`config.mk`:
```
export PLATFORM = sky130hd
export DESIGN_NAME = cdb_arbiter
export DESIGN_NICKNAME = d
export VERILOG_FILES = /design/src/rtl/cdb_arbiter.sv
export SDC_FILE = /design/constraint.sdc
export NUM_CORES = 1
export LEC_CHECK = 0
export CAP_MARGIN = 20
export CELL_PAD_IN_SITES_DETAIL_PLACEMENT = 0
export CELL_PAD_IN_SITES_GLOBAL_PLACEMENT = 1
export CORE_AREA = 5 5 42 44
export DETAILED_ROUTE_END_ITERATION = 8
export DIE_AREA = 0 0 47 49
export PLACE_DENSITY_LB_ADDON = 0.1
export SLEW_MARGIN = 20
export SYNTH_ARGS = -nofsm -noshare
export SYNTH_HDL_FRONTEND = slang
export SYNTH_SLANG_ARGS = --single-unit
export TNS_END_PERCENT = 100
```
`constraint.sdc`:
```
create_clock -name clk -period 1.45 [get_ports clk]
set_input_delay 0.3625 -clock clk [delete_from_list [all_inputs] [get_ports clk]]
set_output_delay 0.3625 -clock clk [all_outputs]
set_load 0.005 [all_outputs]
```
`src/rtl/cdb_arbiter.sv`:
```
// Round-robin CDB arbiter: one-hot permit to the output buffers, zero-latency grant.
// Optional starvation watchdog enabled by defining CDB_ARB_STARVATION_CHECK_EN.
module cdb_arbiter #(
    parameter int unsigned N_REQUESTERS = 3,
    parameter int unsigned MAX_WAIT     = 16
) (
    input  logic                            clk,
    input  logic                            reset,
    input  logic [N_REQUESTERS-1:0]         request,
    input  logic                            hold,
    output logic [N_REQUESTERS-1:0]         permit,
    output logic                            cdb_valid,
    output logic [$clog2(N_REQUESTERS)-1:0] grant_index,
    output logic                            starvation_error
);

    localparam int unsigned IW = $clog2(N_REQUESTERS);
    localparam logic [IW-1:0] LAST = IW'(N_REQUESTERS - 1);

    if (N_REQUESTERS < 2 || MAX_WAIT < 1) begin : g_param_check
        $error("cdb_arbiter: N_REQUESTERS must be >= 2 and MAX_WAIT >= 1");
    end

    logic [IW-1:0]           r_ptr;
    logic [N_REQUESTERS-1:0] w_permit;
    logic [IW-1:0]           w_gidx;
    logic                    w_found;

    // Rotating scan split into two passes: ptr..N-1, then 0..ptr-1.
    always_comb begin
        w_permit = '0;
        w_gidx   = '0;
        w_found  = 1'b0;
        for (int unsigned i = 0; i < N_REQUESTERS; i++) begin
            if (!w_found && i >= 32'(r_ptr) && request[i]) begin
                w_found     = 1'b1;
                w_permit[i] = 1'b1;
                w_gidx      = IW'(i);
            end
        end
        for (int unsigned i = 0; i < N_REQUESTERS; i++) begin
            if (!w_found && i < 32'(r_ptr) && request[i]) begin
                w_found     = 1'b1;
                w_permit[i] = 1'b1;
                w_gidx      = IW'(i);
            end
        end
        if (reset || hold) begin
            w_permit = '0;
            w_gidx   = '0;
            w_found  = 1'b0;
        end
    end

    always_ff @(posedge clk or posedge reset) begin
        if (reset) begin
            r_ptr <= '0;
        end else if (w_found) begin
            r_ptr <= (w_gidx == LAST) ? '0 : w_gidx + 1'b1;
        end
    end

    assign permit      = w_permit;
    assign cdb_valid   = w_found;
    assign grant_index = w_gidx;

`ifdef CDB_ARB_STARVATION_CHECK_EN
    localparam int unsigned CW = $clog2(MAX_WAIT + 1);
    localparam logic [CW-1:0] WMAX = CW'(MAX_WAIT);

    logic [CW-1:0] r_wait [N_REQUESTERS];
    logic          r_starve;
    logic          w_hit;

    always_comb begin
        w_hit = 1'b0;
        for (int unsigned i = 0; i < N_REQUESTERS; i++) begin
            if (r_wait[i] == WMAX) w_hit = 1'b1;
        end
    end

    // Counters freeze during hold so a flush never looks like starvation.
    always_ff @(posedge clk or posedge reset) begin
        if (reset) begin
            for (int unsigned i = 0; i < N_REQUESTERS; i++) r_wait[i] <= '0;
            r_starve <= 1'b0;
        end else begin
            for (int unsigned i = 0; i < N_REQUESTERS; i++) begin
                if (w_permit[i] || !request[i]) begin
                    r_wait[i] <= '0;
                end else if (!hold && r_wait[i] != WMAX) begin
                    r_wait[i] <= r_wait[i] + 1'b1;
                end
            end
            if (w_hit) r_starve <= 1'b1;
        end
    end

`ifndef SYNTHESIS
    always_ff @(posedge clk) begin
        for (int unsigned i = 0; i < N_REQUESTERS; i++) begin
            if (!reset && !r_starve && r_wait[i] == WMAX)
                $error("cdb_arbiter: requester %0d starved for %0d cycles", i, MAX_WAIT);
        end
    end
`endif

    assign starvation_error = r_starve;
`else
    assign starvation_error = 1'b0;
`endif

endmodule

```
### Word-level counts from Yosys, hierarchy flattened

Index checks and enable logic that the tools add are counted.

| storage, ports and cells | value |
|---|---|
| word-level logic and storage cells | 46 |
| input bits | 6 |
| register bits | 2 |

| cells by class | value |
|---|---|
| mux-type cells | 20 |
| $add $sub $neg | 1 |
| equal/unequal tests | 1 |
| reduce and logical (&&, ||, !) cells | 17 |
| magnitude comparators | 6 |

Operator list:

| kind | number |
|---|---|
| $mux W1 | 13 |
| $mux W2 | 6 |
| $logic_and A1 B1 Y1 | 11 |
| $logic_not A1 Y1 | 5 |
| $ge A1 B2 Y1 const A | 2 |
| $lt A1 B2 Y1 const A | 2 |
| $mux W3 | 1 |
| $add A2 B1 Y2 const B | 1 |
| $eq A2 B2 Y1 const B | 1 |
| $ge A2 B2 Y1 const A | 1 |
| $lt A2 B2 Y1 const A | 1 |
| $logic_or A1 B1 Y1 | 1 |

### Longest topological paths before layout

| depth | value |
|---|---|
| depth in word-level cells | 26 |
| depth in mapped cells | 4 |

### Least setup slack after synthesis

Ideal clock, no wire load.

| timing | value |
|---|---|
| kind | register to output |
| from | register r_ptr[1] |
| to | output grant_index[1] |
| data required time | 1087 ps |
| stages on the path, launching flop included | 5 |
| path buffers | 1 |
| arrival | 955 ps |
| slack | 133 ps |
| cells stage by stage | dfrtp_1 -> buf_6 -> nand2b_1 -> a21oi_2 -> o211a_1 |

| between the ends | value |
|---|---|
| word-level cells in the longest chain between the ends | 24 |

RTL lines:

| what | RTL line | source |
|---|---|---|
| start: declaration | 24 | `logic [IW-1:0] r_ptr;` |
| start signal: assignment | 59 | `r_ptr <= (w_gidx == LAST) ? '0 : w_gidx + 1'b1;` |
| $ge A1 B2 Y1 | 35 | `if (!w_found && i >= 32'(r_ptr) && request[i]) begin` |
| $logic_and A1 B1 Y1 | 35 |  |
| $mux W1 | 35 |  |
| $logic_not A1 Y1 | 35 |  |
| $logic_and A1 B1 Y1 (2 in a row) | 35 |  |
| $mux W1 | 35 |  |
| $logic_not A1 Y1 | 35 |  |
| $logic_and A1 B1 Y1 (2 in a row) | 35 |  |
| [... 4 more ...] | -- |  |
| $mux W1 | 42 | `if (!w_found && i < 32'(r_ptr) && request[i]) begin` |
| $logic_not A1 Y1 | 42 |  |
| $logic_and A1 B1 Y1 (2 in a row) | 42 |  |
| $mux W1 | 42 |  |
| $logic_not A1 Y1 | 42 |  |
| $logic_and A1 B1 Y1 (2 in a row) | 42 |  |
| $mux W2 (*) | 42 |  |
| $mux W2 (*) | 48 | `if (reset \|\| hold) begin` |
| end: declaration | 13 | `output logic [$clog2(N_REQUESTERS)-1:0] grant_index,` |

Every way passes the cells marked *; elsewhere a longest branch is shown, timed or not.

### Worst setup path in the final report

| timing | value |
|---|---|
| from | register r_ptr[0] |
| to | output grant_index[0] |

Same word-level chain as after synthesis.

==> flow_summary.yaml <==
floorplan:
  core-area_um2: 1401
  rows: 14
  die_x_um: 47
  fp.dieH_um: 49
  dieArea_um2: 2303
  initial_core_util_pct: 19.37
  ios: 13
detailed_routing:
  drc_errors: 0
  drtIter0Drc: 4
  firstDrtPassIters: 3
  wl_per_cell_um: 11.38
  viasPerCell: 4.494
  antenna_left: 0
  num_vias: 346
  drt-total-wl_um: 876
sta:
  finalWorstSetupSlack_ps: -133.5
  finalHoldViolations: 0
  fin_crit_ps: 1584
  rsz0062_at_grt: "true"
  period_share_pct: 109.2
  skew_ps: 5.333
  setup_viol_count_final: 5
  fmax_mhz: 631.5
  slew_violations: 0
cts:
  root_buffer: "clkbuf_4"
  cts_sinks: 2
  ctsLongestPathBuffers: 2
  cts_inserted_buffers: 3
  cts_tree: "built"
  clk_latency_ps: 230
  clk_pin_slew_worst_paths_ps: 30
  hold_buffers: 0
  cts.htree.levels: 1
synthesis:
  synth_compound_area_share_pct: 35.02
  avgSynthCellArea_um2: 8.228
  synth_mux_area_share_pct: 0
  ys_seq_area_share_pct: 18.43
  ys_ff_latch: 2
  yosys.area_share.simple_pct: 32.72
  yosysWarnings: 0
  syn_area_um2: 271.5
  synth_nets: 39
  syn_inst: 33
  yosysUniqueCellTypes: 23
  synth_xor_area_share_pct: 0
  synth_top_family_by_area: "compound AO/OA/AOI/OAI gates"
  synth_fa_ha_area_share_pct: 0
global_route:
  grt_pass1_wl_um: 1559
  grt_max_degree: 7
  gr-total-overflow: 0
  grt_pass1_vias: 388
  antenna_found_initial: 0
  grt_usage_pct: 8.797
placed_design:
  globalplace.congestion: 0.6833
  io_buffers: 11
  dp_hpwl_um: 662.6
layout:
  reg_top3: "r_ptr: 2 flops"
  regMostFlops: "r_ptr"
  drive_gt1_share_pct: 63.93
  antenna_cells: 0
  largest_register_ffs: 2
  final_net_count: 69
  area_growth_pct: 100.0
  final_core_util_pct: 38.75
worst_setup_path:
  cp_max_fo: 4
  required_ps: 1090
  arrival_ps: 1220
  endpoint_kind: "primary output"
  setup.worst_path.start_class: "flip-flop"
  path_class: "reg2out"
pwr:
  power.total_w: 0.0007036
  power.density_nw_per_um2: 1296
  vdd_ir_drop_max_v: 0.0005242
  p_leak_nw: 0.2916
run_status:
  violations: "negative setup slack"
  status: "complete, but fails checks"
run:
  cap_violations: 0
hold_path:
  hp-class: "in2async"
-- final cells by class --
cell class	instances	area (µm²)
clock buffers	3	22.52
fillers	160	858.3
multi-input cells	27	225.2
flip-flops and latches	2	51.30
repair buffers	28	220.2
inverters	1	3.754
well taps	16	20.02
-- metrics by stage --
stage	worst slack [ps]	setup TNS [ps]	hold slack, ps	area [µm²]	cells
after global routing	-210.6	-822.9	155.2	543.0	77
after detailed placement	-759.5	-4553	658.6	454.2	68
after global placement	-747.3	-4535	661.0	454.2	68
final	-133.5	-472.8	153.5	543.0	77
after CTS	-146.1	-515.0	149.2	536.8	76
after floorplan	132.7	0	103.7	271.5	33
-- cells in the mapped netlist --
library cell	count	area, µm²
nor2_2	1	6.260
o31ai_1	1	7.510
buf_4	1	7.510
and4b_1	2	20.02
nand3b_1	1	7.510
a22o_1	1	8.760
nor2_1	3	11.26
nor3_1	1	5.000
nand3_1	2	10.01
nor2b_1	3	18.77
o211ai_1	1	7.510
nand2b_1	1	6.260
o41ai_2	1	16.27
o31a_1	1	8.760
a211oi_1	1	7.510
inv_1	1	3.750
nand2_1	1	3.750
o211a_1	2	20.02
a21oi_2	1	8.760
o21ai_1	2	10.01
conb_1	1	3.750
buf_6	2	22.52
dfrtp_1	2	50.05
-- final timing paths --
path	startpoint	end	slack, ps	depth (start not counted)
worst min-delay path	reset	r_ptr[1]	150	3
min in group clk	reset	r_ptr[0]	550	4
worst max-delay path	r_ptr[0]	grant_index[0]	-130	4
max in group asynchronous	reset	r_ptr[0]	1170	3
worst min register to register	r_ptr[1]	r_ptr[1]	770	3
worst max register to register	r_ptr[0]	r_ptr[1]	100	7
-- timing repair --
action / 4_1_cts / 5_1_grt
hold endpoints to repair: 0 / 0
setup buffers: 5 / 1
endpoints found under the setup margin: 6 / 6
pin swaps: 8 / 4
resized for setup: 52 / 2
-- critical path, cell delays in order, from the launching register on --
cell and delay (ps):
dfrtp_2 440, buf_6 140, nor2b_4 100, and4b_1 190, buf_2 120
-- cell usage in the layout, fill, tap and decap left out, types with 2 or more instances in the layout --
| master | synthesis | routed |
|---|---|---|
| o211a_1 | 2 | 2 |
| buf_2 | 0 | 7 |
| and4b_1 | 2 | 2 |
| clkdlybuf4s15_2 | 0 | 3 |
| nor2b_4 | 0 | 2 |
| buf_6 | 2 | 5 |
| clkbuf_4 | 0 | 3 |
| nor2_1 | 3 | 3 |
| nand3_1 | 2 | 2 |
| buf_4 | 1 | 12 |
| o21ai_1 | 2 | 2 |
-- cell families after synthesis --
logic type,Yosys count
compound gates,11
buf+inv,4
flops,2
other cells,1
simple gates,15
-- per-layer routing --
metal	wire [µm]	track usage (%)
met5	0	0
met4	0	2.765
met3	56	2.952
met2	407	13.12
met1	412	11.62
-- report_power, final --
| part | total (W) | switching, W | leakage [nW] | internal [W] |
|---|---|---|---|---|
| clock network | 0.000123 | 0.0000314 | 0.0138 | 0.0000913 |
| logic | 0.000455 | 0.000180 | 0.254 | 0.000275 |
| registers | 0.000125 | 0.0000387 | 0.0234 | 0.0000868 |
No activity file was read; power rests on OpenSTA's default activity.
